==> src/rtl/alu_ctrl_mc.sv <==
// alu_ctrl_mc: ALU control decoder with an iterative shift-add multiplier that stalls while busy
module alu_ctrl_mc #(
   parameter int WIDTH = 32,
   parameter int BPC   = 1
) (
   input  logic             clk_i,
   input  logic             rst_i,
   input  logic             valid_i,
   output logic             ready_o,
   input  logic [5:0]       ALU_op_i,
   input  logic [5:0]       funct_i,
   input  logic [WIDTH-1:0] src1_i,
   input  logic [WIDTH-1:0] src2_i,
   output logic [3:0]       ALU_ctrl_o,
   output logic [2:0]       ALU_ex_ctrl_o,
   output logic             mul_sel_o,
   output logic [WIDTH-1:0] mul_result_o,
   output logic             valid_o,
   output logic             stall_o,
   output logic             illegal_o
);
   localparam int N  = WIDTH / BPC;
   localparam int CW = $clog2(N + 1);
   typedef enum logic [1:0] {IDLE, MUL, DONE} state_t;
   state_t state, state_nx;
   logic [WIDTH-1:0] mcand, mplier, acc, sum;
   logic [CW-1:0] cnt;
   logic [3:0] dec_ctrl;
   logic [2:0] dec_ex;
   logic accept, is_mul, dec_ill, last, pulse;

   assign ready_o = state != MUL;
   assign stall_o = state == MUL;
   assign valid_o = pulse | (state == DONE);
   assign accept  = valid_i & ready_o;
   assign last    = cnt == CW'(N - 1);
   // one partial product per cycle: the low BPC multiplier bits times the shifted multiplicand
   assign sum     = acc + mcand * WIDTH'(mplier[BPC-1:0]);

   // opcode/funct decode into control codes, flagging MUL and undecoded encodings
   always_comb begin
      dec_ctrl = 4'b0000;
      dec_ex   = 3'b000;
      dec_ill  = 1'b0;
      is_mul   = 1'b0;
      case (ALU_op_i)
         6'b000000:
            case (funct_i)
               6'b100000: dec_ctrl = 4'b0010;
               6'b100010: dec_ctrl = 4'b0110;
               6'b100100: dec_ctrl = 4'b0000;
               6'b100101: dec_ctrl = 4'b0001;
               6'b101010: dec_ctrl = 4'b0111;
               6'b011000: begin
                  dec_ctrl = 4'b0011;
                  is_mul   = 1'b1;
               end
               default: dec_ill = 1'b1;
            endcase
         6'b001000, 6'b100011, 6'b101011: dec_ctrl = 4'b0010;
         6'b000100: {dec_ctrl, dec_ex} = {4'b0111, 3'b110};
         6'b000111: {dec_ctrl, dec_ex} = {4'b0111, 3'b001};
         6'b000101: {dec_ctrl, dec_ex} = {4'b0111, 3'b100};
         6'b000001: {dec_ctrl, dec_ex} = {4'b0111, 3'b011};
         default: dec_ill = 1'b1;
      endcase
   end

   // next state: DONE behaves like IDLE for accepts, so back-to-back MULs lose no cycle
   always_comb begin
      state_nx = state;
      state_nx = (state == MUL) ? (last ? DONE : MUL) : (accept && is_mul) ? MUL : IDLE;
   end

   // state register
   always_ff @(posedge clk_i or negedge rst_i) begin
      if (!rst_i) state <= IDLE;
      else state <= state_nx;
   end

   // decode registers and multiplier datapath
   always_ff @(posedge clk_i or negedge rst_i) begin
      if (!rst_i) begin
         ALU_ctrl_o    <= '0;
         ALU_ex_ctrl_o <= '0;
         mul_sel_o     <= 1'b0;
         mul_result_o  <= '0;
         pulse         <= 1'b0;
         illegal_o     <= 1'b0;
         mcand         <= '0;
         mplier        <= '0;
         acc           <= '0;
         cnt           <= '0;
      end else begin
         pulse     <= accept & ~is_mul;
         illegal_o <= accept & dec_ill;
         if (accept) begin
            ALU_ctrl_o    <= dec_ctrl;
            ALU_ex_ctrl_o <= dec_ex;
            mul_sel_o     <= is_mul;
         end
         if (accept && is_mul) begin
            mcand  <= src1_i;
            mplier <= src2_i;
            acc    <= '0;
            cnt    <= '0;
         end else if (state == MUL) begin
            acc    <= sum;
            mcand  <= mcand << BPC;
            mplier <= mplier >> BPC;
            cnt    <= cnt + CW'(1);
            if (last) mul_result_o <= sum;
         end
      end
   end
endmodule

==> config.mk <==
export PLATFORM = sky130hd
export DESIGN_NAME = alu_ctrl_mc
export DESIGN_NICKNAME = d
export VERILOG_FILES = /design/src/rtl/alu_ctrl_mc.sv
export SDC_FILE = /design/constraint.sdc
export NUM_CORES = 1
export LEC_CHECK = 0
export ABC_AREA = 1
export BUFFER_PORTS_ARGS = -buffer_cell sky130_fd_sc_hd__buf_4
export CELL_PAD_IN_SITES_DETAIL_PLACEMENT = 1
export CELL_PAD_IN_SITES_GLOBAL_PLACEMENT = 2
export CORE_MARGIN = 5
export CORE_UTILIZATION = 26
export CTS_CLUSTER_SIZE = 10
export DETAILED_ROUTE_END_ITERATION = 10
export PLACE_DENSITY_LB_ADDON = 0.08
export SYNTH_ARGS = -nofsm -noshare
export SYNTH_HDL_FRONTEND = slang
export SYNTH_SLANG_ARGS = --single-unit
==> constraint.sdc <==
create_clock -name clk_i -period 2.6 [get_ports clk_i]
set_clock_uncertainty 0.1 [all_clocks]
set_input_delay 0.52 -clock clk_i [delete_from_list [all_inputs] [get_ports clk_i]]
set_output_delay 0.52 -clock clk_i [all_outputs]
set_load 0.01 [all_outputs]
Yosys cells after proc, flatten, opt, wreduce, memory -nomap -nowiden
Index checks and enable logic that the tools add are counted.
{"block": "word_totals", "register_bits": 146, "input_bits": 79, "output_inout_bits": 44, "wordCells": 63}
{"block": "op_classes", "n_addsub": 2, "mul": 1, "eq_ne": 17, "muxes": 18, "bitwise_logic": 6, "n_reduce_logical": 8}
{"cell": "two-way mux 32 bit", "count": 6}
{"cell": "equality test 6 bit (second input constant)", "count": 7}
{"cell": "adder 32 bit", "count": 1}
{"cell": "multiplier 32 x 1 -> 32 bit", "count": 1}
{"cell": "equality test 6 x 3 -> 1 bit (second input constant)", "count": 3}
{"cell": "one-hot mux 3 bit (5 select lines)", "count": 1}
{"cell": "equality test 6 x 5 -> 1 bit (second input constant)", "count": 2}
{"cell": "two-way mux 6 bit", "count": 2}
{"cell": "one-hot mux 3 bit (4 select lines)", "count": 1}
{"cell": "one-hot mux 3 bit (3 select lines)", "count": 1}
{"cell": "OR reduction 7 bit", "count": 1}
{"cell": "adder 6 x 1 -> 6 bit (second input constant)", "count": 1}
{"cell": "equality test 6 x 1 -> 1 bit (second input constant)", "count": 1}
{"cell": "equality test 6 x 4 -> 1 bit (second input constant)", "count": 1}
{"cell": "zero test 6 bit", "count": 1}
{"cell": "OR reduction 6 bit", "count": 1}
{"cell": "two-way mux 1 bit", "count": 4}
{"cell": "two-way mux 2 bit", "count": 2}
{"cell": "OR reduction 4 bit", "count": 1}
{"cell": "AND 1 bit", "count": 3}
{"cell": "AND reduction 3 bit", "count": 1}
{"cell": "OR reduction 3 bit", "count": 1}
{"cell": "equality test 2 x 1 -> 1 bit (second input constant)", "count": 1}
{"cell": "equality test 2 bit (second input constant)", "count": 1}
{"cell": "6 further kinds", "count": 7}

Depth between registers and ports, before layout
{"block": "depth", "ltp_word": 6, "depth_mapped": 16, "depth_no_buf": 14}

Worst setup path after synthesis
Ideal clock, no wire load.
{"block": "synth_path", "kind": "reg2reg", "start": "register mplier[0]", "end": "register acc[28]", "setup_ns": 0.119, "t_arrival_ns": 1.949, "required_time_ns": 2.381, "path_slack_ns": 0.432, "path_stages_with_launch": 14, "path_buffers": 2, "period_less_slack_ns": 2.168, "cell_sequence": "dfrtp_1 -> clkbuf_1 -> clkbuf_1 -> nand2_1 -> inv_1 -> fa_1 -> nand3_1 -> nand3_1 -> nand3_1 -> nand3_1 -> nand2_1 -> nand3_1 -> nand3_1 -> nand2_1"}
{"block": "synth_via", "elab_chain_cells": 4}
{"element": "start, declared", "line": "26", "rtl": "logic [WIDTH-1:0] mcand, mplier, acc, sum;"}
{"element": "start signal, assigned", "line": "104", "rtl": "mplier <= src2_i;"}
{"element": "start signal, assigned", "line": "110", "rtl": "mplier <= mplier >> BPC;"}
{"element": "multiplier 32 x 1 -> 32 bit", "line": "38", "rtl": "assign sum = acc + mcand * WIDTH'(mplier[BPC-1:0]);"}
{"element": "adder 32 bit", "line": "38"}
{"element": "two-way mux 32 bit", "line": "107", "rtl": "end else if (state == MUL) begin"}
{"element": "two-way mux 32 bit", "line": "102", "rtl": "if (accept && is_mul) begin"}
{"element": "end signal, assigned", "line": "108", "rtl": "acc <= sum;"}
{"element": "end, declared", "line": "26"}
Every way passes these cells. The select of a mux whose other input is x is not followed.
A chain may end at the register's enable or synchronous reset.

Worst setup path in the final report
{"block": "layout_path", "start": "register mplier[0]", "end": "register acc[27]"}
The elaborated chain is that of the path after synthesis.

==> flow_summary.json <==
{
  "dpl.cell_count": 1788,
  "required_ns": 2.83,
  "slew_viol_final": 0,
  "grt_setup_unrepaired": "true",
  "routabilityCongestion": 0.7927,
  "post-dp-hpwl_mm": 22.03,
  "clock_sinks": 145,
  "netlist_area_mm2": 0.008577,
  "nNetsFinal": 1478,
  "crit_path_start_kind": "register",
  "synth_top_family_by_area": "simple AND/OR/NAND/NOR gates",
  "relSlewSlack": 0.6065,
  "antenna_found_initial": 1,
  "grt_max_degree": 87,
  "synth_edf_count": 0,
  "status": "completed",
  "antenna_cells": 0,
  "drt-vias-per-instance": 4.414,
  "drive_above_1_share": 0.1444,
  "cap_viol_max_count": 0,
  "synth-seq-cells": 145,
  "grt_pass1_vias": 8631,
  "synthAdderAreaFrac": 0.04902,
  "die_h_um": 191.6,
  "end_kind": "register",
  "period_needed_ns": 2.396,
  "syn_nets": 1348,
  "die_x_um": 191.6,
  "synth.area.mux_share": 0,
  "cp_max_fo": 18,
  "vias": 8033,
  "r2r-start": "mplier[0]",
  "io_buffers": 121,
  "grt_first_pass_wirelength_mm": 46.77,
  "drt-total-wl_mm": 28.51,
  "synth_compound_area_frac": 0.06535,
  "wire_per_inst_um": 15.66,
  "cp.arrival_ns": 2.63,
  "cts_tree": "yes",
  "postSynthAreaPerCell_um2": 6.939,
  "synth_cells": 1236,
  "postPlaceCellArea_mm2": 0.01013,
  "hold_class": "in2reg",
  "leakagePower_nw": 5.920,
  "clk_latency_ns": 0.44,
  "clk_pin_slew_ns": 0.07,
  "fin_cells": 1820,
  "holdWs_ns": 0.1818,
  "drt-pass1-iter-count": 4,
  "fmax_mhz": 417.3,
  "tns_ns": 0,
  "synth_ff_type": "dfrtp_1",
  "synthToLayoutAreaGrowth_pct": 25.51,
  "ys_types": 39,
  "start_util": 0.2636,
  "setup_ws_ns": 0.2035,
  "htree_levels": 4,
  "rows": 66,
  "clock_path_buffers": 2,
  "fin_area_mm2": 0.01077,
  "ant_nets": 0,
  "synth_top_area_frac": 0.4230,
  "dp_slack_ns": 0.05491,
  "design.core.area_mm2": 0.03254,
  "yosysWarningCount": 0,
  "worst_pin_slew_ns": 0.5896,
  "finalHoldViolCount": 0,
  "pin_count": 123,
  "async_flop_share": 1.000,
  "ctsRootBufferMaster": "clkbuf_16",
  "drtIter0Drc": 291,
  "drc": 0,
  "ys_seq_area_frac": 0.4230,
  "min_from": "src2_i[31]",
  "grt_usage": 0.1633,
  "die-area_mm2": 0.03672,
  "startpoint": "mplier[0]",
  "timing_worst_setup_path_type": "reg2reg",
  "setup_viol": 0,
  "synth-xor-area-share": 0.01532,
  "powerDensity_mw_per_mm2": 481.3,
  "cts_buffers": 17,
  "ir_drop_mv": 0.4319,
  "finalCritPeriodShare": 0.9217,
  "yosys.area.top_type": "dfrtp_1",
  "grt-ovfl-total": 0,
  "yosys-top-cells-area": "dfrtp_1 (42%), nand2_1 (24%), inv_1 (7.1%), nand3_1 (6.3%), ha_1 (4.7%)",
  "yosys.area_share.simple": 0.3520
}
## path summary, 6_finish.rpt
kind	endpoint	slack, ns	cells after the start
max	acc[27]	0.20	13
min	mplier[31]	0.18	3
max reg2reg	acc[27]	0.20	13
min reg2reg	mplier[31]	0.38	2
max in group asynchronous	mcand[16]	1.32	3
min in group asynchronous	mul_result_o[13]	0.46	2
## cells by family after synthesis
| group | Yosys count |
|---|---|
| AOI/OAI and AO/OA | 94 |
| xor gates and xnor gates | 15 |
| DFF | 145 |
| and+or+nand+nor | 744 |
| adders and majority gates | 33 |
| buffers and inverters | 204 |
| other | 1 |
## sequential cells by signal (all words and copies together), names as in the netlist
name           count
state              2
ALU_ex_ctrl_o      3
mul_result_o      32
pulse              1
illegal_o          1
ALU_ctrl_o         3
mplier            32
cnt                6
mul_sel_o          1
mcand             32
acc               32
## area by class of cell
type                       count  area [µm²]
tap                          442       553.0
clock inverter                11       130.1
multi-input combinational    887        4180
clock buffer                  20       446.7
fill                        4157       21770
inverter                     165       619.3
sequential                   145        3628
timing repair buffer         150        1207
## where the power goes
group          switching (mW)  internal [mW]  total [mW]
clock                    1.06           1.44        2.50
sequential             0.0170           2.28        2.30
combinational           0.224          0.161       0.386
## routing by layer
metal,share of wire,up-vias,global-route usage
li1,-,4104,-
met2,0.46,86,0.2629
met5,0.00070,-,0
met1,0.49,3829,0.2223
met4,0.0068,2,0.03343
met3,0.039,12,0.04308
## synthesized netlist by cell type (2+ instances only)
library cell / n
nor2_1: 57
dfrtp_1: 145
nand2_1: 554
nor2_4: 2
o21bai_1: 4
a22oi_1: 20
inv_1: 162
a22o_1: 2
nand3b_1: 6
nand3_1: 108
buf_6: 3
buf_1: 2
ha_1: 32
inv_2: 2
xnor2_1: 10
a21oi_1: 27
buf_2: 17
clkbuf_1: 16
a31oi_1: 5
xor2_1: 5
nor3_1: 7
nand4_1: 5
o21ai_0: 29
## timing repair
| action | CTS | global route |
|---|---|---|
| hold buffers | 1 | 0 |
| setup buffers | 0 | 0 |
| endpoints found under the setup margin | 0 | 24 |
| gates resized for setup | 0 | 13 |
| endpoints found under the hold margin | 30 | 0 |
## worst max-delay path, stage by stage, from the launching register on
cell and delay, ns:
dfrtp_1 0.39, buf_4 0.21, nand2_1 0.09, inv_1 0.07, ha_1 0.37, nand2_1 0.12
nor2_1 0.23, nand2_1 0.12, nor3_1 0.19, nand2_1 0.12, nand2_1 0.09, nand2_1 0.06
nand3_1 0.07, nand2_1 0.06
## metrics by stage
stage	utilization	total power [mW]
after global placement	0.3115	2.732
after floorplan	-	2.498
after CTS	0.3295	5.299
after detailed placement	0.3115	2.734
final	0.3309	5.181
after global routing	0.3309	5.433
## layout by cell type (no fill, tap or decap), types with 9 or more instances in the layout
| cell | instances |
|---|---|
| a21oi_1 | 27 |
| a22oi_1 | 20 |
| buf_4 | 142 |
| clkbuf_16 | 17 |
| dfrtp_1 | 145 |
| ha_1 | 31 |
| inv_1 | 162 |
| nand2_1 | 551 |
| nand3_1 | 105 |
| nor2_1 | 53 |
| o21ai_0 | 29 |
| xnor2_1 | 9 |
Power figures use the tool's default switching activity.
